==> src/rtl/mc_control_fsm.sv <==
// Multicycle RV32 control unit: sequences fetch/decode/execute/memory/writeback
// and drives datapath mux selects, write enables and the ALU function code.
module mc_control_fsm #(
  parameter bit LUI_EN      = 1'b1,
  parameter bit MEM_WAIT_EN = 1'b1
) (
  input  logic       clk,
  input  logic       rst_n,
  input  logic [6:0] op,
  input  logic [2:0] funct3,
  input  logic       funct7b5,
  input  logic       Zero,
  input  logic       mem_ready,
  output logic       PCWrite,
  output logic       AdrSrc,
  output logic       MemWrite,
  output logic       IRWrite,
  output logic       RegWrite,
  output logic [1:0] ResultSrc,
  output logic [1:0] ALUSrcA,
  output logic [1:0] ALUSrcB,
  output logic [2:0] ImmSrc,
  output logic [2:0] ALUControl,
  output logic       instr_done,
  output logic       illegal_instr
);

  typedef enum logic [3:0] {
    S_FETCH    = 4'd0,
    S_DECODE   = 4'd1,
    S_MEMADR   = 4'd2,
    S_MEMREAD  = 4'd3,
    S_MEMWB    = 4'd4,
    S_MEMWRITE = 4'd5,
    S_EXECR    = 4'd6,
    S_EXECI    = 4'd7,
    S_ALUWB    = 4'd8,
    S_JAL      = 4'd9,
    S_BEQ      = 4'd10,
    S_LUI      = 4'd11
  } state_t;

  localparam logic [6:0] OP_LW  = 7'b0000011;
  localparam logic [6:0] OP_SW  = 7'b0100011;
  localparam logic [6:0] OP_R   = 7'b0110011;
  localparam logic [6:0] OP_I   = 7'b0010011;
  localparam logic [6:0] OP_BEQ = 7'b1100011;
  localparam logic [6:0] OP_JAL = 7'b1101111;
  localparam logic [6:0] OP_LUI = 7'b0110111;

  state_t     state, next_state;
  logic       ready;
  logic       op_legal;
  logic [1:0] alu_op;
  logic       pcw_s, mw_s, irw_s, rw_s, done_s, ill_s;

  // Handshake: mem_ready is sampled only in FETCH/MEMREAD/MEMWRITE; those states
  // keep their request asserted and stay put until the cycle mem_ready is high.
  assign ready = MEM_WAIT_EN ? mem_ready : 1'b1;

  always_comb begin
    op_legal = 1'b0;
    case (op)
      OP_LW, OP_SW, OP_R, OP_I, OP_BEQ, OP_JAL: op_legal = 1'b1;
      OP_LUI:                                   op_legal = LUI_EN;
      default:                                  op_legal = 1'b0;
    endcase
  end

  always_ff @(posedge clk or negedge rst_n) begin
    if (!rst_n) state <= S_FETCH;
    else        state <= next_state;
  end

  always_comb begin
    next_state = S_FETCH;
    case (state)
      S_FETCH:    next_state = ready ? S_DECODE : S_FETCH;
      S_DECODE: begin
        case (op)
          OP_LW, OP_SW: next_state = S_MEMADR;
          OP_R:         next_state = S_EXECR;
          OP_I:         next_state = S_EXECI;
          OP_BEQ:       next_state = S_BEQ;
          OP_JAL:       next_state = S_JAL;
          OP_LUI:       next_state = LUI_EN ? S_LUI : S_FETCH;
          default:      next_state = S_FETCH;
        endcase
      end
      // op[5] separates sw (0100011) from lw (0000011)
      S_MEMADR:   next_state = op[5] ? S_MEMWRITE : S_MEMREAD;
      S_MEMREAD:  next_state = ready ? S_MEMWB : S_MEMREAD;
      S_MEMWB:    next_state = S_FETCH;
      S_MEMWRITE: next_state = ready ? S_FETCH : S_MEMWRITE;
      S_EXECR:    next_state = S_ALUWB;
      S_EXECI:    next_state = S_ALUWB;
      S_ALUWB:    next_state = S_FETCH;
      S_JAL:      next_state = S_ALUWB;
      S_BEQ:      next_state = S_FETCH;
      S_LUI:      next_state = S_ALUWB;
      default:    next_state = S_FETCH;
    endcase
  end

  always_comb begin
    pcw_s      = 1'b0;
    mw_s       = 1'b0;
    irw_s      = 1'b0;
    rw_s       = 1'b0;
    done_s     = 1'b0;
    ill_s      = 1'b0;
    AdrSrc     = 1'b0;
    ResultSrc  = 2'b00;
    ALUSrcA    = 2'b00;
    ALUSrcB    = 2'b00;
    alu_op     = 2'b00;
    case (state)
      S_FETCH: begin
        ALUSrcB   = 2'b10;
        ResultSrc = 2'b10;
        irw_s     = ready;
        pcw_s     = ready;
      end
      S_DECODE: begin
        ALUSrcA = 2'b01;
        ALUSrcB = 2'b01;
        ill_s   = ~op_legal;
      end
      S_MEMADR: begin
        ALUSrcA = 2'b10;
        ALUSrcB = 2'b01;
      end
      S_MEMREAD:  AdrSrc = 1'b1;
      S_MEMWB: begin
        ResultSrc = 2'b01;
        rw_s      = 1'b1;
        done_s    = 1'b1;
      end
      S_MEMWRITE: begin
        AdrSrc = 1'b1;
        mw_s   = 1'b1;
        done_s = ready;
      end
      S_EXECR: begin
        ALUSrcA = 2'b10;
        alu_op  = 2'b10;
      end
      S_EXECI: begin
        ALUSrcA = 2'b10;
        ALUSrcB = 2'b01;
        alu_op  = 2'b10;
      end
      S_ALUWB: begin
        rw_s   = 1'b1;
        done_s = 1'b1;
      end
      S_JAL: begin
        ALUSrcA = 2'b01;
        ALUSrcB = 2'b10;
        pcw_s   = 1'b1;
      end
      S_BEQ: begin
        ALUSrcA = 2'b10;
        alu_op  = 2'b01;
        pcw_s   = Zero;
        done_s  = 1'b1;
      end
      S_LUI:      ALUSrcB = 2'b01;
      default: ;
    endcase
  end

  always_comb begin
    ALUControl = 3'b000;
    if (state == S_LUI) begin
      ALUControl = 3'b100;
    end else begin
      case (alu_op)
        2'b01: ALUControl = 3'b001;
        2'b10: begin
          case (funct3)
            3'b000:  ALUControl = (op[5] & funct7b5) ? 3'b001 : 3'b000;
            3'b010:  ALUControl = 3'b101;
            3'b110:  ALUControl = 3'b011;
            3'b111:  ALUControl = 3'b010;
            default: ALUControl = 3'b000;
          endcase
        end
        default: ALUControl = 3'b000;
      endcase
    end
  end

  always_comb begin
    case (op)
      OP_SW:   ImmSrc = 3'b001;
      OP_BEQ:  ImmSrc = 3'b010;
      OP_JAL:  ImmSrc = 3'b011;
      OP_LUI:  ImmSrc = 3'b100;
      default: ImmSrc = 3'b000;
    endcase
  end

  // Strobes are qualified by rst_n so an asserted reset kills them in the same cycle.
  assign PCWrite       = pcw_s  & rst_n;
  assign MemWrite      = mw_s   & rst_n;
  assign IRWrite       = irw_s  & rst_n;
  assign RegWrite      = rw_s   & rst_n;
  assign instr_done    = done_s & rst_n;
  assign illegal_instr = ill_s  & rst_n;

endmodule
==> config.mk <==
export PLATFORM = sky130hd
export DESIGN_NAME = mc_control_fsm
export DESIGN_NICKNAME = d
export VERILOG_FILES = /design/src/rtl/mc_control_fsm.sv
export SDC_FILE = /design/constraint.sdc
export NUM_CORES = 1
export LEC_CHECK = 0
export ABC_AREA = 1
export CAP_MARGIN = 20
export CORE_AREA = 2 2 47 49
export DETAILED_ROUTE_END_ITERATION = 7
export DIE_AREA = 0 0 49 51
export HOLD_SLACK_MARGIN = 0.15
export PLACE_DENSITY = 0.74
export SLEW_MARGIN = 20
export SYNTH_ARGS = -nofsm -noshare
export SYNTH_HDL_FRONTEND = slang
export SYNTH_SLANG_ARGS = --single-unit
==> constraint.sdc <==
create_clock -name clk -period 1.6 [get_ports clk]
set_clock_uncertainty 0.2 [all_clocks]
set_input_delay 0.24 -clock clk [delete_from_list [all_inputs] [get_ports clk]]
set_output_delay 0.24 -clock clk [all_outputs]
set_load 0.01 [all_outputs]
==> results.json <==
{
  "cts_root_buf": "clkbuf_4",
  "nets": 216,
  "clockBufferDepth": 2,
  "maxCapViolCount": 0,
  "peakVddDrop_v": 0.0004773,
  "reg_top3": "state: 4 flops",
  "fmax_ghz": 0.4923,
  "ys_warn_count": 0,
  "routedWlPerCell_um": 12.78,
  "crit_type": "flop to primary output",
  "clk-insertion-delay-late_ns": 0.23,
  "stdcell_area_um2": 1486,
  "grt_pass1_wl_um": 4291,
  "synthesis.nets": 137,
  "cts_tree": "yes",
  "leakagePower_nw": 0.8516,
  "critPathLaunch": "state[2]",
  "cts-buffers-inserted": 3,
  "final_cell_mix": "buf_4 (28), nand2_1 (26), buf_2 (16)",
  "finalCritPeriodShare_pct": 127.0,
  "grt_max_degree": 6,
  "rows": 17,
  "path_clk_slew_ns": 0.04,
  "worstSetupEndpoint": "ALUControl[2]",
  "drive_gt1_share_pct": 59.90,
  "fp.dieH_um": 51,
  "period_minus_slack_ns": 2.031,
  "worstRegToRegCells": 10,
  "largest_reg_flops": 4,
  "port_buffers": 33,
  "netlist_instances": 120,
  "relSlewSlack_pct": 82.60,
  "top_register": "state",
  "yosys_register_bits": 4,
  "tightest_slew_ns": 0.2602,
  "syn_avg_cell_area_um2": 5.484,
  "final_common_cell": "buf_4",
  "core_um2": 2063,
  "outcome": "finished with violations",
  "vias": 1062,
  "reg2reg_from": "state[2]",
  "diodes": 0,
  "placedCellCount": 213,
  "first_global_vias": 1046,
  "antenna_found_initial": 0,
  "utilization_pct": 72.04,
  "worstPathMaxFanout": 4,
  "worst-r2r-setup-slack_ns": -0.09,
  "slew_violations": 0,
  "syn_area_um2": 658.1,
  "synth_ff_type": "dfrtp_1",
  "grt_usage_pct": 21.98,
  "nFillCells": 166,
  "setup_viol": 19,
  "timing.hold.ws_ns": 0.2861,
  "clock_sinks": 4,
  "cp.arrival_ns": 1.59,
  "firstDrtPassIters": 4,
  "async_flop_share_pct": 100.0,
  "viasPerCell": 4.720,
  "hold_viol_final": 0,
  "ctsHtreeMaxLevel": 1,
  "synth_edf_count": 0,
  "p_per_area_nw_per_um2": 466.3,
  "fin_ws_ns": -0.4314,
  "cp.required_ns": 1.16,
  "overflow": 0,
  "pre_cts_ws_ns": -0.6663,
  "rsz0062_at_grt": "yes",
  "drc_errors": 0,
  "synth_cell_types": 20,
  "hold_path.class": "input port to asynchronous set/reset pin",
  "ant_nets": 0,
  "r2r_end": "state[2]",
  "cts_hold_buf": 0,
  "die-area_um2": 2499,
  "finalNonFillerCells": 225,
  "hpwl_um": 1939,
  "syn_to_final_growth_pct": 125.9,
  "die_x_um": 49,
  "drtIter0Drc": 11,
  "io_pins": 34,
  "gp_congestion": 0.8008,
  "yosysSeqAreaShare_pct": 15.21,
  "startpoint_type": "flop",
  "wl_um": 2875,
  "placed_area_um2": 1315,
  "start_util_pct": 31.90,
  "violations": "setup timing",
  "cp-end-kind": "primary output"
}
==> per-layer routing <==
| layer | track usage (%) | up-vias | routed length (um) |
|---|---|---|---|
| li1 | - | 526 | - |
| met1 | 20.00 | 488 | 1039 |
| met2 | 47.26 | 38 | 1606 |
| met3 | 3.216 | 10 | 124 |
| met4 | 9.524 | 0 | 104 |
| met5 | 0 | - | 0 |
==> cell families (layout without fill, tap and decap cells) <==
group	count (synthesis)	count (layout)	synth area share, %
AO/OA/AOI/OAI	10	10	8.365
buffers and inverters	25	102	14.64
adder cells (fa/ha/maj)	2	2	3.802
flip-flops	4	4	15.21
AND/OR/NAND/NOR	79	79	57.99
==> cells in the mapped netlist, types with 2 or more instances <==
cell type / instances / area [um^2]
inv_1: 20 / 75.07
nand2_2: 3 / 18.77
inv_2: 4 / 15.01
ha_1: 2 / 25.02
nand4_1: 2 / 12.51
o21ai_0: 4 / 20.02
a21oi_1: 3 / 15.01
nor2_1: 19 / 71.32
nand3_1: 11 / 55.05
dfrtp_1: 4 / 100.1
nand2_1: 36 / 135.1
nor2_4: 4 / 45.04
==> how the worst min path moves through the flow <==
stage                     start       end  depth (start not counted)
after floorplan           rst_n  state[0]                          0
after global placement    rst_n  state[1]                          2
after detailed placement  rst_n  state[1]                          2
after CTS                 rst_n  state[2]                          2
after global routing      rst_n  state[0]                          2
final                     rst_n  state[2]                          2
==> layout make-up <==
type	instances	area [um^2]	area share (%)
Multi-Input combinational cell	91	624.3	42.00
Inverter	25	101.3	6.818
Timing Repair Buffer	74	601.8	40.49
Clock buffer	3	22.52	1.515
Tap cell	28	35.03	2.357
Sequential cell	4	101.3	6.818
==> power breakdown <==
| part | switching, mW | internal, mW |
|---|---|---|
| logic | 0.228 | 0.221 |
| clock network | 0.0426 | 0.0840 |
| registers | 0.00728 | 0.110 |
| total | 0.278 | 0.415 |
==> through the flow <==
stage               power, mW  setup TNS [ns]
floorplan              0.2656        -0.08798
global placement       0.4889          -8.768
detailed placement     0.4987          -9.476
CTS                    0.6059          -4.253
global route           0.7328          -6.402
finish                 0.6931          -5.089
==> timing repair <==
action / in CTS / in global routing
endpoints found under the setup margin: 22 / 22
resized for setup: 101 / 41
pin swaps: 12 / 14
setup buffers: 5 / 6
==> critical path, stage by stage, from the launching register on <==
cell and delay [ns]:
dfrtp_1 0.36, inv_2 0.06, buf_6 0.12, nor2_4 0.13, nand2_4 0.09, ha_4 0.22, inv_2 0.05, nand4_1 0.08
o21ai_2 0.11, buf_2 0.13
(Power assumes the default switching activity.)
